## src/rtl/fifo_rd_ctrl.sv

```systemverilog
// ---------------------------------------------------------------------------
// fifo_rd_ctrl
//
// Read-side controller of a synchronous FIFO. Owns the read pointer, issues
// one-cycle read pulses to a synchronous-read RAM and presents each fetched
// word on a registered valid/ready output stage.
//
// Pointers are ADDR_W+1 bits wide. The extra MSB is a wrap bit, so
// level = wr_ptr - rd_ptr (mod 2**(ADDR_W+1)) tells "full" (level == depth)
// apart from "empty" (level == 0).
//
// Optional feature macro: FIFO_RD_FLUSH_EN
//   When defined, an rd_flush input is added. A flush snaps rd_ptr to wr_ptr,
//   drops the output word and returns the FSM to IDLE. Reset beats flush;
//   flush beats every normal FSM transition. When the macro is undefined the
//   port and all of its logic are absent.
//
// Handshake (output side): a word moves to the consumer on a rising edge where
// dout_vld & dout_rdy are both 1. While dout_vld=1 and dout_rdy=0, dout and
// dout_vld stay unchanged. dout_vld never depends combinationally on dout_rdy.
//
// Ports
//   clk        in   1         rising-edge clock
//   rst_n      in   1         synchronous active-low reset
//   rd_flush   in   1         (FIFO_RD_FLUSH_EN only) discard unread contents
//   wr_ptr     in   ADDR_W+1  write pointer from the write side
//   rd_ptr     out  ADDR_W+1  read pointer, returned to the write side
//   ram_re     out  1         RAM read enable (combinational, one-cycle pulse)
//   ram_raddr  out  ADDR_W    RAM read address = rd_ptr[ADDR_W-1:0]
//   ram_rdata  in   DATA_W    RAM read data, valid one cycle after ram_re
//   dout       out  DATA_W    output word (registered)
//   dout_vld   out  1         dout holds a word (registered)
//   dout_rdy   in   1         consumer ready
//   level      out  ADDR_W+1  words in RAM not yet fetched (combinational)
//   empty      out  1         level == 0 (combinational)
//   ptr_err    out  1         sticky: a level above the RAM depth was seen
//   state_dbg  out  2         current FSM state (0 IDLE, 1 FETCH, 2 VALID)
// ---------------------------------------------------------------------------
module fifo_rd_ctrl #(
  parameter int DATA_W = 8,
  parameter int ADDR_W = 4
) (
  input  logic              clk,
  input  logic              rst_n,
`ifdef FIFO_RD_FLUSH_EN
  input  logic              rd_flush,
`endif
  input  logic [ADDR_W:0]   wr_ptr,
  output logic [ADDR_W:0]   rd_ptr,
  output logic              ram_re,
  output logic [ADDR_W-1:0] ram_raddr,
  input  logic [DATA_W-1:0] ram_rdata,
  output logic [DATA_W-1:0] dout,
  output logic              dout_vld,
  input  logic              dout_rdy,
  output logic [ADDR_W:0]   level,
  output logic              empty,
  output logic              ptr_err,
  output logic [1:0]        state_dbg
);

  localparam int PW = ADDR_W + 1;

  // RAM depth expressed in pointer width: wrap bit set, address bits clear.
  localparam logic [PW-1:0] DEPTH = {1'b1, {ADDR_W{1'b0}}};

  typedef enum logic [1:0] {
    ST_IDLE  = 2'd0,
    ST_FETCH = 2'd1,
    ST_VALID = 2'd2
  } state_t;

  state_t            state_q,   state_d;
  logic [PW-1:0]     rd_ptr_q,  rd_ptr_d;
  logic [DATA_W-1:0] dout_q,    dout_d;
  logic              dout_vld_q, dout_vld_d;
  logic              ptr_err_q, ptr_err_d;

  logic [PW-1:0]     level_c;
  logic              level_nz;
  logic              ram_re_c;
  logic              flush_c;

  // -------------------------------------------------------------------------
  // Flush request (constant 0 when the feature is not built)
  // -------------------------------------------------------------------------
`ifdef FIFO_RD_FLUSH_EN
  assign flush_c = rd_flush;
`else
  assign flush_c = 1'b0;
`endif

  // -------------------------------------------------------------------------
  // Fill level: two's-complement subtraction, truncated to pointer width so
  // the wrap bit makes the difference correct across pointer wrap-around.
  // -------------------------------------------------------------------------
  assign level_c  = wr_ptr + ~rd_ptr_q + PW'(1);
  assign level_nz = (level_c != '0);

  // -------------------------------------------------------------------------
  // Next-state / next-output logic
  // -------------------------------------------------------------------------
  always_comb begin
    state_d    = state_q;
    rd_ptr_d   = rd_ptr_q;
    dout_d     = dout_q;
    dout_vld_d = dout_vld_q;
    ram_re_c   = 1'b0;
    // Sticky error: anything above the RAM depth means the pointers disagree.
    ptr_err_d  = ptr_err_q | (level_c > DEPTH);

    case (state_q)
      ST_IDLE: begin
        dout_vld_d = 1'b0;
        if (level_nz) begin
          ram_re_c = 1'b1;
          rd_ptr_d = rd_ptr_q + PW'(1);
          state_d  = ST_FETCH;
        end
      end

      ST_FETCH: begin
        // RAM data for the read issued last cycle is on ram_rdata now.
        dout_d     = ram_rdata;
        dout_vld_d = 1'b1;
        state_d    = ST_VALID;
      end

      ST_VALID: begin
        if (dout_rdy) begin
          dout_vld_d = 1'b0;
          if (level_nz) begin
            // Overlap the next fetch with the handshake to save a cycle.
            ram_re_c = 1'b1;
            rd_ptr_d = rd_ptr_q + PW'(1);
            state_d  = ST_FETCH;
          end else begin
            state_d  = ST_IDLE;
          end
        end
      end

      default: begin
        dout_vld_d = 1'b0;
        state_d    = ST_IDLE;
      end
    endcase

    // Flush overrides every transition above, including a read in progress.
    if (flush_c) begin
      ram_re_c   = 1'b0;
      rd_ptr_d   = wr_ptr;
      dout_vld_d = 1'b0;
      state_d    = ST_IDLE;
    end
  end

  // -------------------------------------------------------------------------
  // State registers
  // -------------------------------------------------------------------------
  always_ff @(posedge clk) begin
    if (!rst_n) begin
      state_q    <= ST_IDLE;
      rd_ptr_q   <= '0;
      dout_q     <= '0;
      dout_vld_q <= 1'b0;
      ptr_err_q  <= 1'b0;
    end else begin
      state_q    <= state_d;
      rd_ptr_q   <= rd_ptr_d;
      dout_q     <= dout_d;
      dout_vld_q <= dout_vld_d;
      ptr_err_q  <= ptr_err_d;
    end
  end

  // -------------------------------------------------------------------------
  // Outputs
  // -------------------------------------------------------------------------
  // ram_re is forced low during reset so no read is issued while the pointer
  // is being cleared.
  assign ram_re    = ram_re_c & rst_n;
  assign ram_raddr = rd_ptr_q[ADDR_W-1:0];
  assign rd_ptr    = rd_ptr_q;
  assign dout      = dout_q;
  assign dout_vld  = dout_vld_q;
  assign level     = level_c;
  assign empty     = ~level_nz;
  assign ptr_err   = ptr_err_q;
  assign state_dbg = state_q;

endmodule

```

## config.mk

```make
export PLATFORM = sky130hd
export DESIGN_NAME = fifo_rd_ctrl
export DESIGN_NICKNAME = d
export VERILOG_FILES = /design/src/rtl/fifo_rd_ctrl.sv
export SDC_FILE = /design/constraint.sdc
export NUM_CORES = 1
export LEC_CHECK = 0
export BUFFER_PORTS_ARGS = -buffer_cell sky130_fd_sc_hd__buf_2
export CORE_ASPECT_RATIO = 0.75
export CORE_MARGIN = 8
export CORE_UTILIZATION = 45
export CTS_CLUSTER_DIAMETER = 50
export CTS_CLUSTER_SIZE = 24
export DETAILED_ROUTE_END_ITERATION = 6
export HOLD_SLACK_MARGIN = 0.06
export PLACE_DENSITY = 0.85
export SYNTH_ARGS = -nofsm -noshare
export SYNTH_HDL_FRONTEND = slang
export SYNTH_SLANG_ARGS = --single-unit
```

## constraint.sdc

```tcl
create_clock -name clk -period 3.9 [get_ports clk]
set_input_delay 0.78 -clock clk [delete_from_list [all_inputs] [get_ports clk]]
set_output_delay 0.78 -clock clk [all_outputs]
set_load 0.02 [all_outputs]
```

==> flow_summary.ini, run 1 <==
[clock_tree]
postCtsHoldBufs = 0
post_cts.repair.setup_buffers = 0
insertion_delay_ns = 0.28
tritoncts = yes
clk_path_buf_depth = 2
root_buffer = clkbuf_4
cts_resized = 0
clk_pin_slew_ns = 0.09
cts.sinks = 17
ctsHtreeMaxLevel = 1
cts-buffers-inserted = 3

[route]
vias = 845
wirelength_mm = 2.25
vias_per_cell = 4.94
wl_per_cell_um = 13.2
first_iter_violations = 30
post-route-drc-count = 0
ant_nets = 0
drtPass1Iterations = 4

[die]
dieWidth_um = 69.1
std_cell_rows = 14
initial_core_util_pct = 47.7
io_pins = 44
chipHeight_um = 55.8
core_region_area_um2 = 2000
dieArea_um2 = 3860

[placement]
pre_cts_ws_ns = 0.333
place_congestion = 0.799
detailed_place.area_um2 = 1150
hpwl_mm = 1.89
port-buffer-count = 43

[logic_synthesis]
synth_area_leaders = dfxtp_1 (36%), nand2_1 (9.1%), ha_1 (6.6%)
async_flop_share_pct = 0
yosys.area.top_type_share_pct = 35.7
syn_area_per_cell_um2 = 8.82
synth_nets = 130
netlist_instances = 108
ys_top_cells_by_count = nand2_1 (23), dfxtp_1 (17), a21boi_0 (8)
ys_ff_latch = 17
yosysWarningCount = 0
synth_area_um2 = 952
yosysTopAreaCell = dfxtp_1
ys_types = 33
ys_seq_area_share_pct = 35.7
synth_most_common_cell = nand2_1
synth_edf_count = 0
synth_ff_type = dfxtp_1

[worst_setup_path]
cp_top_family = simple AND/OR/NAND/NOR gates
worst-path-buf-inv = 4
regToRegStartpoint = rd_ptr[0]
critPathKind = in2out
cp.required_ns = 3.12
r2r_setup_slack_ns = 1.57
worstPathArrival_ns = 2.79
worstRegToRegCells = 8
max_stage_delay_ns = 0.40
critPathLaunchType = input port
path_cells = buf_2 -> inv_1 -> ha_1 -> inv_1 -> fa_1 -> and3_4 -> or3_4 -> a22oi_4 -> nor3b_2 -> and2_1 -> buf_2
crit_path_top_delay_cell = fa_1
r2r_end = state_dbg[0]
end_kind = output pin
path_max_fanout = 7

[sta]
relSlewSlack_pct = 61.6
rsz0062_at_grt = false
hold_viol = 0
worstMarginPinSlew_ns = 0.575
timing.fmax_ghz = 0.280
post-route-min-period_ns = 3.57
finalSetupTns_ns = 0
setup_slack_ns = 0.331
setup_violations = 0
skew_ns = 0.00284
finalMaxSlewViolations = 0
min_period_over_period_pct = 91.5

[power]
p_per_area_nw_per_um2 = 419
p_total_uw = 494
p_leak_uw = 0.000554
ir_worst_vdd_v = 0.000239

[global_route]
grt_util_met2_pct = 21.1
gr-usage-all-layers_pct = 11.8
grt_pass1_vias = 835
grt.busiest_layer = met2
grt_pass1_wl_mm = 3.86
grt_max_degree = 21
grt_use_met3_pct = 3.74
antenna_found_initial = 0
overflow = 0
grtUsageMet1_pct = 12.6

[hold_path]
hold_path_end = dout[1]
min_from = dout[1]
hp-class = reg2reg
min_path_cells = 2

[finish]
nets = 170
diodes = 0
final_cell_area_um2 = 1180
n_fill_cell = 186
area_growth_syn_to_layout_pct = 23.8
drive_gt1_share_pct = 34.7

[outcome]
outcome = completed

[job]
maxCapViolations = 0
## worst max-delay path by stage
stage	depth (start not counted)	slack [ns]	to	startpoint
after floorplan	9	0.36	ram_re	wr_ptr[0]
after global placement	11	0.35	ram_re	wr_ptr[0]
after detailed placement	11	0.33	ram_re	wr_ptr[0]
after CTS	11	0.32	ram_re	wr_ptr[0]
after global routing	11	0.23	ram_re	wr_ptr[0]
final	11	0.33	ram_re	wr_ptr[0]
## cells in the final DEF (no fill, tap or decap), types with 2 or more instances in the layout
master	count
nand2_1	23
nand3b_1	2
buf_2	43
and2_1	4
nand2b_1	3
nor2b_1	3
a21boi_0	8
xor2_1	2
or3_1	2
dfxtp_1	17
ha_1	5
inv_1	6
clkbuf_4	3
a21boi_1	2
mux2i_1	3
o21ai_1	3
## stage by stage
| stage | utilization [%] | hold slack (ns) | cells |
|---|---|---|---|
| 6_report | 59.0 | 0.467 | 171 |
| 5_1_grt | 59.0 | 0.495 | 171 |
| 4_1_cts | 59.0 | 0.475 | 171 |
| 3_5_place_dp | 57.7 | 0.453 | 167 |
| 3_3_place_gp | 57.7 | 0.447 | 167 |
| 2_1_floorplan | - | 0.541 | 108 |
## state kept, by name, summed over array words and instances, names as in the netlist
register and flops:
dout_vld 1, rd_ptr 5, dout 8, ptr_err 1
state_dbg 2
## layout make-up
cell class / instances / area (um2) / area share (%)
clock buffer: 4 / 26.3 / 2.23
timing repair buffer: 43 / 215 / 18.3
tap: 24 / 30.0 / 2.55
multi-input combinational: 77 / 544 / 46.2
sequential: 17 / 340 / 28.9
inverter: 6 / 22.5 / 1.91
## cell families (layout without fill, tap and decap cells)
kind of cell	after synthesis	count (layout)	share of synthesized area (%)
AO/OA/AOI/OAI	20	20	15.9
XOR/XNOR	3	3	2.76
buffers and inverters	14	53	7.10
adder cells (fa/ha/maj)	6	6	8.67
flip-flops	17	17	35.7
AND/OR/NAND/NOR	45	45	26.7
multiplexers	3	3	3.15
## power by group
group / internal (uW) / leakage [uW] / total [uW] / switching, uW
logic: 75.3 / 0.000400 / 196 / 120
registers: 191 / 0.000139 / 209 / 18.0
clock network: 39.7 / 0.0000150 / 89.9 / 50.2
total: 306 / 0.000554 / 494 / 188
## tightest hold or removal path: cells and delay by family (launching register included)
family | cells | cell delay, ns
AND/OR/NAND/NOR | 1 | 0.05
AO/OA/AOI/OAI | 1 | 0.06
flip-flops | 1 | 0.31
## layer usage
| layer | part of all wire [%] | vias to the layer above |
|---|---|---|
| met4 | 0.89 | 0 |
| met2 | 53 | 21 |
| met1 | 41 | 380 |
| met3 | 5.1 | 2 |
| met5 | 0 | - |
| li1 | - | 442 |
(Power assumes the default switching activity.)
==> inputs of run 2 (changes only) <==
==> constraint.sdc (replaced) <==
create_clock -name clk -period 3.9 [get_ports clk]
set_input_delay 0.39 -clock clk [delete_from_list [all_inputs] [get_ports clk]]
set_output_delay 0.39 -clock clk [all_outputs]
set_load 0.02 [all_outputs]
==> flow_summary.ini, run 2 (synthesis gave the netlist of run 1 again) <==
[clock_tree]
clk_pin_slew_ns = 0.10
root_buffer = clkbuf_4
ctsHtreeMaxLevel = 1
tritoncts = yes
clk_path_buf_depth = 2
cts_resized = 0
cts.sinks = 17
post_cts.repair.setup_buffers = 0
insertion_delay_ns = 0.29
cts-buffers-inserted = 3
postCtsHoldBufs = 0

[outcome]
outcome = completed

[hold_path]
hp-class = in2reg
min_from = ram_rdata[7]

[global_route]
overflow = 0
grt_pass1_wl_mm = 3.73
gr-usage-all-layers_pct = 11.5
grt_max_degree = 21
antenna_found_initial = 0
grt_pass1_vias = 834

[die]
std_cell_rows = 14
core_region_area_um2 = 2000
chipHeight_um = 55.8
initial_core_util_pct = 47.7
dieWidth_um = 69.1
dieArea_um2 = 3860
io_pins = 44

[placement]
place_congestion = 0.807
port-buffer-count = 43
hpwl_mm = 1.90

[finish]
largest_reg_flops = 8
drive_gt1_share_pct = 34.7
layout_commonest_cell = buf_2
nets = 170
mostFrequentLayoutCells = buf_2 (43), nand2_1 (23), dfxtp_1 (17), a21boi_0 (8), inv_1 (6)
area_growth_syn_to_layout_pct = 23.8
diodes = 0

[route]
wirelength_mm = 2.28
vias_per_cell = 4.98
post-route-drc-count = 0
drtPass1Iterations = 4
first_iter_violations = 17
vias = 851
wl_per_cell_um = 13.3
ant_nets = 0

[worst_setup_path]
regToRegStartpoint = rd_ptr[0]
cp.required_ns = 3.51
path_max_fanout = 7
critPathKind = reg2out
critPathLaunchType = register
setup.worst_path.start = rd_ptr[0]
worstPathArrival_ns = 2.69
end_kind = output pin

[sta]
rsz0062_at_grt = false
post-route-min-period_ns = 3.08
relSlewSlack_pct = 60.8
min_period_over_period_pct = 79.1
timing.fmax_ghz = 0.324
worstMarginPinSlew_ns = 0.587
skew_ns = 0.00963
finalSetupTns_ns = 0
setup_violations = 0
hold_viol = 0
finalMaxSlewViolations = 0

[power]
p_total_uw = 498
p_leak_uw = 0.000554
p_per_area_nw_per_um2 = 423
ir_worst_vdd_v = 0.000224

[job]
maxCapViolations = 0
==> run 2: final cells by class <==
| class | count | area, um2 |
|---|---|---|
| Inverter | 6 | 22.5 |
| Multi-Input combinational cell | 77 | 544 |
| Sequential cell | 17 | 340 |
| Fill cell | 196 | 818 |
| Timing Repair Buffer | 43 | 215 |
| Tap cell | 24 | 30.0 |
| Clock buffer | 4 | 26.3 |
==> run 2: power breakdown <==
part / total (uW) / switching [uW] / internal [uW] / leakage, uW
clock network: 92.7 / 52.9 / 39.7 / 0.0000150
registers: 209 / 17.6 / 191 / 0.000139
logic: 197 / 122 / 75.1 / 0.000400
==> run 2: worst paths after layout <==
path	endpoint	slack (ns)	depth (start not counted)
max	ram_re	0.82	9
min	dout[7]	0.34	3
min reg2reg	dout[0]	0.46	2
max reg2reg	rd_ptr[0]	1.57	8
==> run 2: routing by layer <==
metal	share of wire [%]	GRT usage [%]
met1	43	12.3
met2	52	21.0
met3	4.3	3.57
met4	1.1	3.50
met5	0	0
==> run 2: worst max-delay path, cell delays in order (launching register included) <==
cell and delay, ns:
dfxtp_1 0.45, ha_1 0.20, inv_1 0.05, fa_1 0.41
and3_4 0.17, or3_4 0.40, a22oi_4 0.28, nor3b_2 0.11
and2_1 0.17, buf_2 0.16
==> run 2: per-stage QoR <==
stage,worst slack [ns],area [um2],hold WS [ns],std cells,utilization [%]
6_report,0.817,1180,0.336,171,59.0
5_1_grt,0.666,1180,0.324,171,59.0
4_1_cts,0.793,1180,0.327,171,59.0
3_5_place_dp,1.08,1150,0.453,167,57.7
3_3_place_gp,1.14,1150,0.446,167,57.7
2_1_floorplan,0.994,952,0.535,108,-
==> inputs of run 3 (changes only) <==
CORE_UTILIZATION = 41   (was 45)
PLACE_DENSITY = 0.82   (was 0.85)
clock period = 2.5 ns   (was 3.9 ns; I/O delays follow)
==> flow_summary.ini, run 3 (synthesis gave the netlist of run 1 again) <==
[clock_tree]
clk_path_buf_depth = 2
insertion_delay_ns = 0.29
cts-buffers-inserted = 3
clk_pin_slew_ns = 0.10
ctsHtreeMaxLevel = 1
cts.sinks = 17
tritoncts = yes
root_buffer = clkbuf_4

[finish]
drive_gt1_share_pct = 44.6
area_growth_syn_to_layout_pct = 38.2
diodes = 0
mostFrequentLayoutCells = buf_2 (41), nand2_1 (23), dfxtp_1 (15), buf_4 (9), a21boi_0 (8)
finalNonFillerCells = 182
final_core_util_pct = 58.4
nets = 180
largest_reg_flops = 8
layout_commonest_cell = buf_2

[placement]
hpwl_mm = 2.03
port-buffer-count = 43
place_inst = 172
place_congestion = 0.852

[power]
p_total_uw = 850
p_per_area_nw_per_um2 = 646
ir_worst_vdd_v = 0.000236
p_leak_uw = 0.000618

[worst_setup_path]
critPathKind = reg2out
cp.required_ns = 2.25
worstPathArrival_ns = 2.32
critPathLaunchType = register
path_max_fanout = 2
end_kind = output pin

[die]
dieArea_um2 = 4140
std_cell_rows = 15
chipHeight_um = 57.7
core_region_area_um2 = 2250
dieWidth_um = 71.6
initial_core_util_pct = 42.3
io_pins = 44

[outcome]
failed_checks = negative setup slack
outcome = complete, but fails checks

[global_route]
overflow = 0
grt_pass1_wl_mm = 4.08
gr-usage-all-layers_pct = 12.1
antenna_found_initial = 0
grt_max_degree = 21
grt_pass1_vias = 874

[sta]
setup_violations = 3
worstMarginPinSlew_ns = 0.623
setup_slack_ns = -0.0745
rsz0062_at_grt = true
post-route-min-period_ns = 2.57
finalMaxSlewViolations = 0
min_period_over_period_pct = 103
hold_viol = 0
relSlewSlack_pct = 58.4
timing.fmax_ghz = 0.388
skew_ns = 0.00181

[route]
wirelength_mm = 2.76
vias_per_cell = 5.13
vias = 933
post-route-drc-count = 0
wl_per_cell_um = 15.1
first_iter_violations = 84
ant_nets = 0
drtPass1Iterations = 5

[hold_path]
hp-class = in2reg

[job]
maxCapViolations = 0
[run 3: cell count changes in the layout (fill, tap and decap cells not counted), moves of 2 or more]
cell	delta
buf_2	-2
buf_4	+9
buf_6	+3
dfxtp_1	-2
[run 3: routing by layer]
metal | routed length [um] | up-vias | global-route usage (%)
met2 | 1420 | 38 | 21.6
met4 | 18 | 0 | 2.61
met5 | 0 | - | 0
met3 | 217 | 2 | 4.48
li1 | - | 457 | -
met1 | 1100 | 436 | 13.3
[run 3: timing repair]
action / in CTS / in global routing
gates cloned: 0 / 0
resized for setup: 10 / 3
endpoints found under the hold margin: 0 / 0
setup endpoints to repair: 2 / 5
buffers inserted: 4 / 2
pin swaps: 5 / 8
hold buffers: 0 / 0
[run 3: layout make-up]
cell class              instances  area [um2]
well taps                      25        31.3
clock buffers                   4        26.3
flip-flops and latches         17         345
inverters                       6        22.5
multi-input cells              77         584
fillers                       188         936
repair buffers                 53         307
[run 3: metrics by stage]
stage / hold slack, ns / instance area [um2] / setup WS [ns] / setup TNS (ns)
finish: 0.205 / 1320 / -0.0745 / -0.162
global route: 0.187 / 1320 / -0.146 / -0.475
CTS: 0.201 / 1290 / -0.126 / -0.387
detailed placement: 0.464 / 1200 / 0.109 / 0
global placement: 0.448 / 1200 / 0.163 / 0
floorplan: 0.395 / 965 / 0.0290 / 0
[run 3: final timing paths]
check	from	to	slack, ns	cells past startpoint
max	rd_ptr[0]	ram_re	-0.07	9
min	ram_rdata[5]	dout[5]	0.21	3
max reg2reg	rd_ptr[0]	rd_ptr[3]	-0.03	12
min reg2reg	dout[0]	dout[0]	0.47	2
[run 3: where the power goes]
part | switching [uW] | total [uW] | internal (uW)
logic | 217 | 374 | 157
registers | 25.5 | 326 | 301
clock network | 87.7 | 150 | 62.0
[run 3: critical path, cell delays in order (launching register included)]
cell and delay [ns]:
dfxtp_2 0.36, ha_4 0.13, inv_2 0.03, fa_2 0.36, and3_4 0.18, or3_4 0.40
a22oi_4 0.20, nor3b_4 0.06, and2_4 0.17, buf_6 0.12
